`config.mk`:
```
export PLATFORM = sky130hd
export DESIGN_NAME = noc_route_unit_xy
export DESIGN_NICKNAME = d
export VERILOG_FILES = /design/src/rtl/noc_pkg.sv /design/src/rtl/xy_route_calc.sv /design/src/rtl/noc_route_unit_xy.sv
export SDC_FILE = /design/constraint.sdc
export NUM_CORES = 1
export LEC_CHECK = 0
export CORE_MARGIN = 5
export CORE_UTILIZATION = 49
export CTS_CLUSTER_SIZE = 8
export DETAILED_ROUTE_END_ITERATION = 8
export PLACE_DENSITY = 0.75
export SYNTH_ARGS = -nofsm -noshare
export SYNTH_HDL_FRONTEND = slang
export SYNTH_SLANG_ARGS = --single-unit
```
`constraint.sdc`:
```
create_clock -name clk -period 9.68 [get_ports clk]
set_input_delay 1.936 -clock clk [delete_from_list [all_inputs] [get_ports clk]]
set_output_delay 1.936 -clock clk [all_outputs]
set_load 0.01 [all_outputs]
```
`src/rtl/noc_pkg.sv`:
```
// Shared definitions for the mesh router: port indices, default header layout
// and the one-hot port encoding used between routing stages and arbiters.
package noc_pkg;

   localparam int NUM_PORTS = 5;

   localparam int PORT_N  = 0;
   localparam int PORT_S  = 1;
   localparam int PORT_E  = 2;
   localparam int PORT_W  = 3;
   localparam int PORT_PE = 4;

   localparam int DEF_PKT_W    = 64;
   localparam int DEF_HOP_W    = 2;
   localparam int DEF_DIRX_BIT = 58;
   localparam int DEF_DIRY_BIT = 57;
   localparam int DEF_HOPX_LSB = 55;
   localparam int DEF_HOPY_LSB = 53;

   typedef logic [NUM_PORTS-1:0] port_oh_t;

   function automatic port_oh_t port_onehot(input int idx);
      return port_oh_t'(1) << idx;
   endfunction

endpackage

```
`src/rtl/xy_route_calc.sv`:
```
// Combinational XY dimension-order route decision: picks the output port from
// the header and consumes one hop from the dimension being travelled.
module xy_route_calc
   import noc_pkg::*;
#(
   parameter int PKT_W    = DEF_PKT_W,
   parameter int HOP_W    = DEF_HOP_W,
   parameter int DIRX_BIT = DEF_DIRX_BIT,
   parameter int DIRY_BIT = DEF_DIRY_BIT,
   parameter int HOPX_LSB = DEF_HOPX_LSB,
   parameter int HOPY_LSB = DEF_HOPY_LSB
) (
   input  logic [PKT_W-1:0] hdr_in,
   output port_oh_t         port,
   output logic [PKT_W-1:0] hdr_out
);

   logic [HOP_W-1:0] hop_x;
   logic [HOP_W-1:0] hop_y;

   assign hop_x = hdr_in[HOPX_LSB +: HOP_W];
   assign hop_y = hdr_in[HOPY_LSB +: HOP_W];

   // X is exhausted before Y; a zero field is never decremented, so no underflow.
   always_comb begin
      port    = port_onehot(PORT_PE);
      hdr_out = hdr_in;
      if (hop_x != '0) begin
         port = hdr_in[DIRX_BIT] ? port_onehot(PORT_W) : port_onehot(PORT_E);
         hdr_out[HOPX_LSB +: HOP_W] = hop_x - HOP_W'(1);
      end else if (hop_y != '0) begin
         port = hdr_in[DIRY_BIT] ? port_onehot(PORT_S) : port_onehot(PORT_N);
         hdr_out[HOPY_LSB +: HOP_W] = hop_y - HOP_W'(1);
      end
   end

endmodule

```
`src/rtl/noc_route_unit_xy.sv`:
```
// Per-input routing stage: pops the input FIFO, routes at enqueue time, holds
// up to DEPTH routed packets and offers the head to the output arbiters.
module noc_route_unit_xy
   import noc_pkg::*;
#(
   parameter int PKT_W    = DEF_PKT_W,
   parameter int HOP_W    = DEF_HOP_W,
   parameter int DIRX_BIT = DEF_DIRX_BIT,
   parameter int DIRY_BIT = DEF_DIRY_BIT,
   parameter int HOPX_LSB = DEF_HOPX_LSB,
   parameter int HOPY_LSB = DEF_HOPY_LSB,
   parameter int IN_PORT  = PORT_N,
   parameter int DEPTH    = 2,
   parameter int CNT_W    = 8
) (
   input  logic                 clk,
   input  logic                 reset,
   input  logic                 empty,
   input  logic [PKT_W-1:0]     in_packet,
   output logic                 rd_en,
   input  logic [NUM_PORTS-1:0] out_ready,
   output logic [NUM_PORTS-1:0] out_req,
   output logic [PKT_W-1:0]     out_packet,
   output logic                 err_drop,
   output logic [CNT_W-1:0]     err_cnt,
   output logic                 busy
);

   localparam logic [1:0] DEPTH_C = 2'(DEPTH);
   localparam logic       LAST_IDX = 1'(DEPTH - 1);

   port_oh_t         route_port;
   logic [PKT_W-1:0] route_pkt;
   logic             is_uturn;
   logic             push;
   logic             drop;
   logic             deq;
   logic             head_valid;
   logic             prev_ptr;

   logic [PKT_W-1:0] pkt_q  [DEPTH];
   port_oh_t         port_q [DEPTH];
   logic             rd_ptr;
   logic             wr_ptr;
   logic [1:0]       count;

   xy_route_calc #(
      .PKT_W    (PKT_W),
      .HOP_W    (HOP_W),
      .DIRX_BIT (DIRX_BIT),
      .DIRY_BIT (DIRY_BIT),
      .HOPX_LSB (HOPX_LSB),
      .HOPY_LSB (HOPY_LSB)
   ) u_calc (
      .hdr_in  (in_packet),
      .port    (route_port),
      .hdr_out (route_pkt)
   );

   // A packet that would leave through the side it came in on is discarded;
   // the PE side is exempt so a node may deliver to itself.
   assign is_uturn = (IN_PORT != PORT_PE) && (route_port == port_onehot(IN_PORT));

   // Pop is gated by reset so the FIFO is never drained while the queue is held clear.
   assign rd_en = !reset && !empty && (count < DEPTH_C);
   assign push  = rd_en && !is_uturn;
   assign drop  = rd_en && is_uturn;

   assign head_valid = (count != 2'd0);
   assign busy       = head_valid;
   assign out_req    = head_valid ? port_q[rd_ptr] : '0;
   assign deq        = |(out_req & out_ready);

   // The slot behind the read pointer is the last packet handed out; it is not
   // rewritten while the queue is empty, so it keeps out_packet stable.
   assign prev_ptr   = (rd_ptr == 1'b0) ? LAST_IDX : rd_ptr - 1'b1;
   assign out_packet = head_valid ? pkt_q[rd_ptr] : pkt_q[prev_ptr];

   function automatic logic next_ptr(input logic p);
      return (p == LAST_IDX) ? 1'b0 : p + 1'b1;
   endfunction

   always_ff @(posedge clk or posedge reset) begin
      if (reset) begin
         for (int i = 0; i < DEPTH; i++) begin
            pkt_q[i]  <= '0;
            port_q[i] <= '0;
         end
         wr_ptr <= 1'b0;
      end else if (push) begin
         pkt_q[wr_ptr]  <= route_pkt;
         port_q[wr_ptr] <= route_port;
         wr_ptr         <= next_ptr(wr_ptr);
      end
   end

   always_ff @(posedge clk or posedge reset) begin
      if (reset) begin
         rd_ptr <= 1'b0;
      end else if (deq) begin
         rd_ptr <= next_ptr(rd_ptr);
      end
   end

   always_ff @(posedge clk or posedge reset) begin
      if (reset) begin
         count <= 2'd0;
      end else begin
         case ({push, deq})
            2'b10:   count <= count + 2'd1;
            2'b01:   count <= count - 2'd1;
            default: count <= count;
         endcase
      end
   end

   always_ff @(posedge clk or posedge reset) begin
      if (reset) begin
         err_drop <= 1'b0;
         err_cnt  <= '0;
      end else begin
         err_drop <= drop;
         if (drop && (err_cnt != '1)) begin
            err_cnt <= err_cnt + 1'b1;
         end
      end
   end

endmodule

```
==> out/qor.txt <==
Detail Route Antenna Nets -> 0
period utilisation layout -> 0.5553
Int Pwr -> 2.384 mW
Final HPWL DP -> 9201 um
worst vdd ir -> 0.2345 mV
initial antenna violation count -> 0
Comb power frac -> 0.486
Post-CTS Resized -> 0
Crit Path Category -> input port to output port
Root Driver -> clkbuf_16
worst skew pair latency -> 0.41 ns
Final Hold Viols -> 0
Starting Density -> 0.5053
DRT Wirelength -> 14,020 um
Cell Rows -> 42
Initial DRC Count -> 219
syn nets -> 537
clk sink count -> 151
worst-path fanout max -> 5
R2R cell count -> 7
worst rel slew slack -> 0.3316
port bufs -> 151
Clock power frac -> 0.199
Ys Warns -> 0
Setup Skew -> 0.004875 ns
final slew viol count -> 0
H-Tree Depth -> 4
Worst-Margin Slew -> 1.003 ns
Core Region -> 13,350 um2
Power Density -> 380.6 nW/um2
Final Wtd Congestion -> 0.8057
Synth Cell Area -> 6745 um2
Synth cell types -> 34
number of global-route vias before repair -> 4,687
Worst R2R Setup Slack -> 7.38 ns
Crit path required time -> 7.74 ns
pin count of the biggest net entering global routing -> 96
RSZ-0062 raised after global routing -> false
final core utilization -> 0.6703
Die H -> 127.3 um
deepest clock path buffer count -> 2
Min-Delay Path Class -> flop to flop
CP endpoint -> rd_en
CTS tree -> done
vias per cell -> 5.212
Net Switching -> 1.022 mW
FILL cells -> 1,003
gr usage total -> 0.1818
Ports -> 152
Congestion Overflow GR -> 0
# setup viols final -> 0
sequential share of power -> 0.315
maxcap violations -> 0
post-synthesis register bit count -> 151
Sw Share -> 0.3001
post-route minimum period -> 5.375 ns
most common cell after layout, fill and taps aside -> mux2_2
TritonCTS Buffers -> 17
crit path DAT -> 3.44 ns
drt drc -> 0
setup TNS -> 0 ns
post-synthesis sequential area ratio -> 0.5602
Final Net Count -> 687
Worst setup EP type -> output port
drt first pass iters -> 4
worst setup path start -> reset
DIE WIDTH -> 127.3 um
area growth from synthesis to layout -> 32.65%
fmax -> 186.0 MHz
Inserted Diodes -> 0
setup bufs post-CTS -> 0
leak pwr -> 3.828 nW
outcome -> completed
Clock transition at path regs -> 0.06 ns
Hold Buf Count CTS -> 0
commonest non-fill, non-tap cells in the layout -> mux2_2 (179), dfrtp_1 (151), clkdlybuf4s50_1 (151)
syn avg cell area -> 14.57 um2
area of the die -> 16,210 um2
CP Launch Type -> input port
layout cells sized above 1 -> 0.3568
Mapped Cells -> 463
worst flop-to-flop path endpoint -> count[1]
drt wl/cell -> 17.50 um
total number of vias -> 4,175
global-route wire length before repair -> 23,470 um
worst r2r src -> rd_ptr
## critical path: stages
cell             delay [ns]
clkdlybuf4s50_1        0.53
nor3_4                 0.36
clkdlybuf4s50_1        0.61
## stage by stage
stage	hold slack [ns]	setup WS (ns)	cell area, um2	power (mW)	std cells
floorplan	0.4444	3.679	6745	2.041	463
global placement	0.4562	4.321	8334	2.706	770
detailed placement	0.4739	4.284	8334	2.752	770
CTS	0.4866	4.284	8947	3.454	801
global route	0.5065	4.250	8947	3.610	801
finish	0.4799	4.305	8947	3.406	801
## routing by layer
| layer | GRT usage | vias up | part of all wire |
|---|---|---|---|
| met4 | 0.06688 | 0 | 0.020 |
| met2 | 0.2914 | 120 | 0.48 |
| met5 | 0 | - | 0 |
| met3 | 0.06678 | 21 | 0.084 |
| li1 | - | 1941 | - |
| met1 | 0.2266 | 2093 | 0.41 |
## sequential cells by signal, summed over array words and instances, names as in the netlist
signal    cells
err_cnt       8
rd_ptr        1
port_q       10
err_drop      1
pkt_q       128
count         2
wr_ptr        1
## logic make-up after synthesis
| family | Yosys count | synth area share |
|---|---|---|
| AND/OR/NAND/NOR | 56 | 0.04638 |
| AO/OA/AOI/OAI | 24 | 0.02541 |
| adder cells (fa/ha/maj) | 2 | 0.003709 |
| multiplexers | 190 | 0.3168 |
| XOR/XNOR | 12 | 0.01837 |
| flip-flops | 151 | 0.5602 |
| buffers and inverters | 28 | 0.02912 |
## synthesized netlist by cell type
master / n / area share
mux2_2: 179 / 0.30
dfrtp_1: 151 / 0.56
nand2_1: 22 / 0.012
o21ai_0: 17 / 0.013
buf_2: 13 / 0.0096
buf_6: 9 / 0.015
xnor2_1: 9 / 0.012
nor2_1: 8 / 0.0045
mux2_1: 5 / 0.0083
mux2i_1: 5 / 0.0074
nand4_1: 5 / 0.0046
and2_1: 4 / 0.0037
nor3b_1: 4 / 0.0045
inv_1: 3 / 0.0017
o31ai_1: 3 / 0.0033
and3_1: 2 / 0.0019
buf_4: 2 / 0.0022
ha_1: 2 / 0.0037
nand3_1: 2 / 0.0015
nor2_2: 2 / 0.0019
o311ai_4: 2 / 0.0078
xor2_1: 2 / 0.0026
a21oi_1: 1 / 0.00074
and4_1: 1 / 0.0013
buf_1: 1 / 0.00056
mux2_4: 1 / 0.0022
nand2_2: 1 / 0.00093
nand2b_1: 1 / 0.00093
nor3_4: 1 / 0.0024
nor4b_4: 1 / 0.0035
o22ai_1: 1 / 0.00093
or2_0: 1 / 0.00093
or4_4: 1 / 0.0017
xnor2_4: 1 / 0.0041
## cell type report
type | count | area, um2 | share of cell area
Multi-Input combinational cell | 284 | 2770 | 0.3096
Clock buffer | 22 | 464.2 | 0.05188
Clock inverter | 9 | 148.9 | 0.01664
Timing Repair Buffer | 156 | 1549 | 0.1731
Sequential cell | 151 | 3779 | 0.4223
Tap cell | 176 | 220.2 | 0.02461
Inverter | 3 | 16.27 | 0.001818
## worst min-delay path by stage
stage,start,to,slack [ns],depth (start not counted)
final,port_q[2],port_q[2],0.48,2
after global routing,pkt_q[73],pkt_q[73],0.51,1
after CTS,port_q[7],port_q[7],0.49,2
after detailed placement,port_q[7],port_q[7],0.47,2
after global placement,pkt_q[118],pkt_q[118],0.46,2
after floorplan,pkt_q[117],pkt_q[117],0.44,2
## power groups by stage
stage	Combinational [mW]	Clock [mW]	Sequential (mW)
global route	1.78	0.723	1.11
CTS	1.68	0.697	1.07
detailed placement	1.67	0	1.08
global placement	1.65	0	1.06
floorplan	1.01	0	1.03
finish	1.65	0.679	1.07
(Power assumes the default switching activity.)
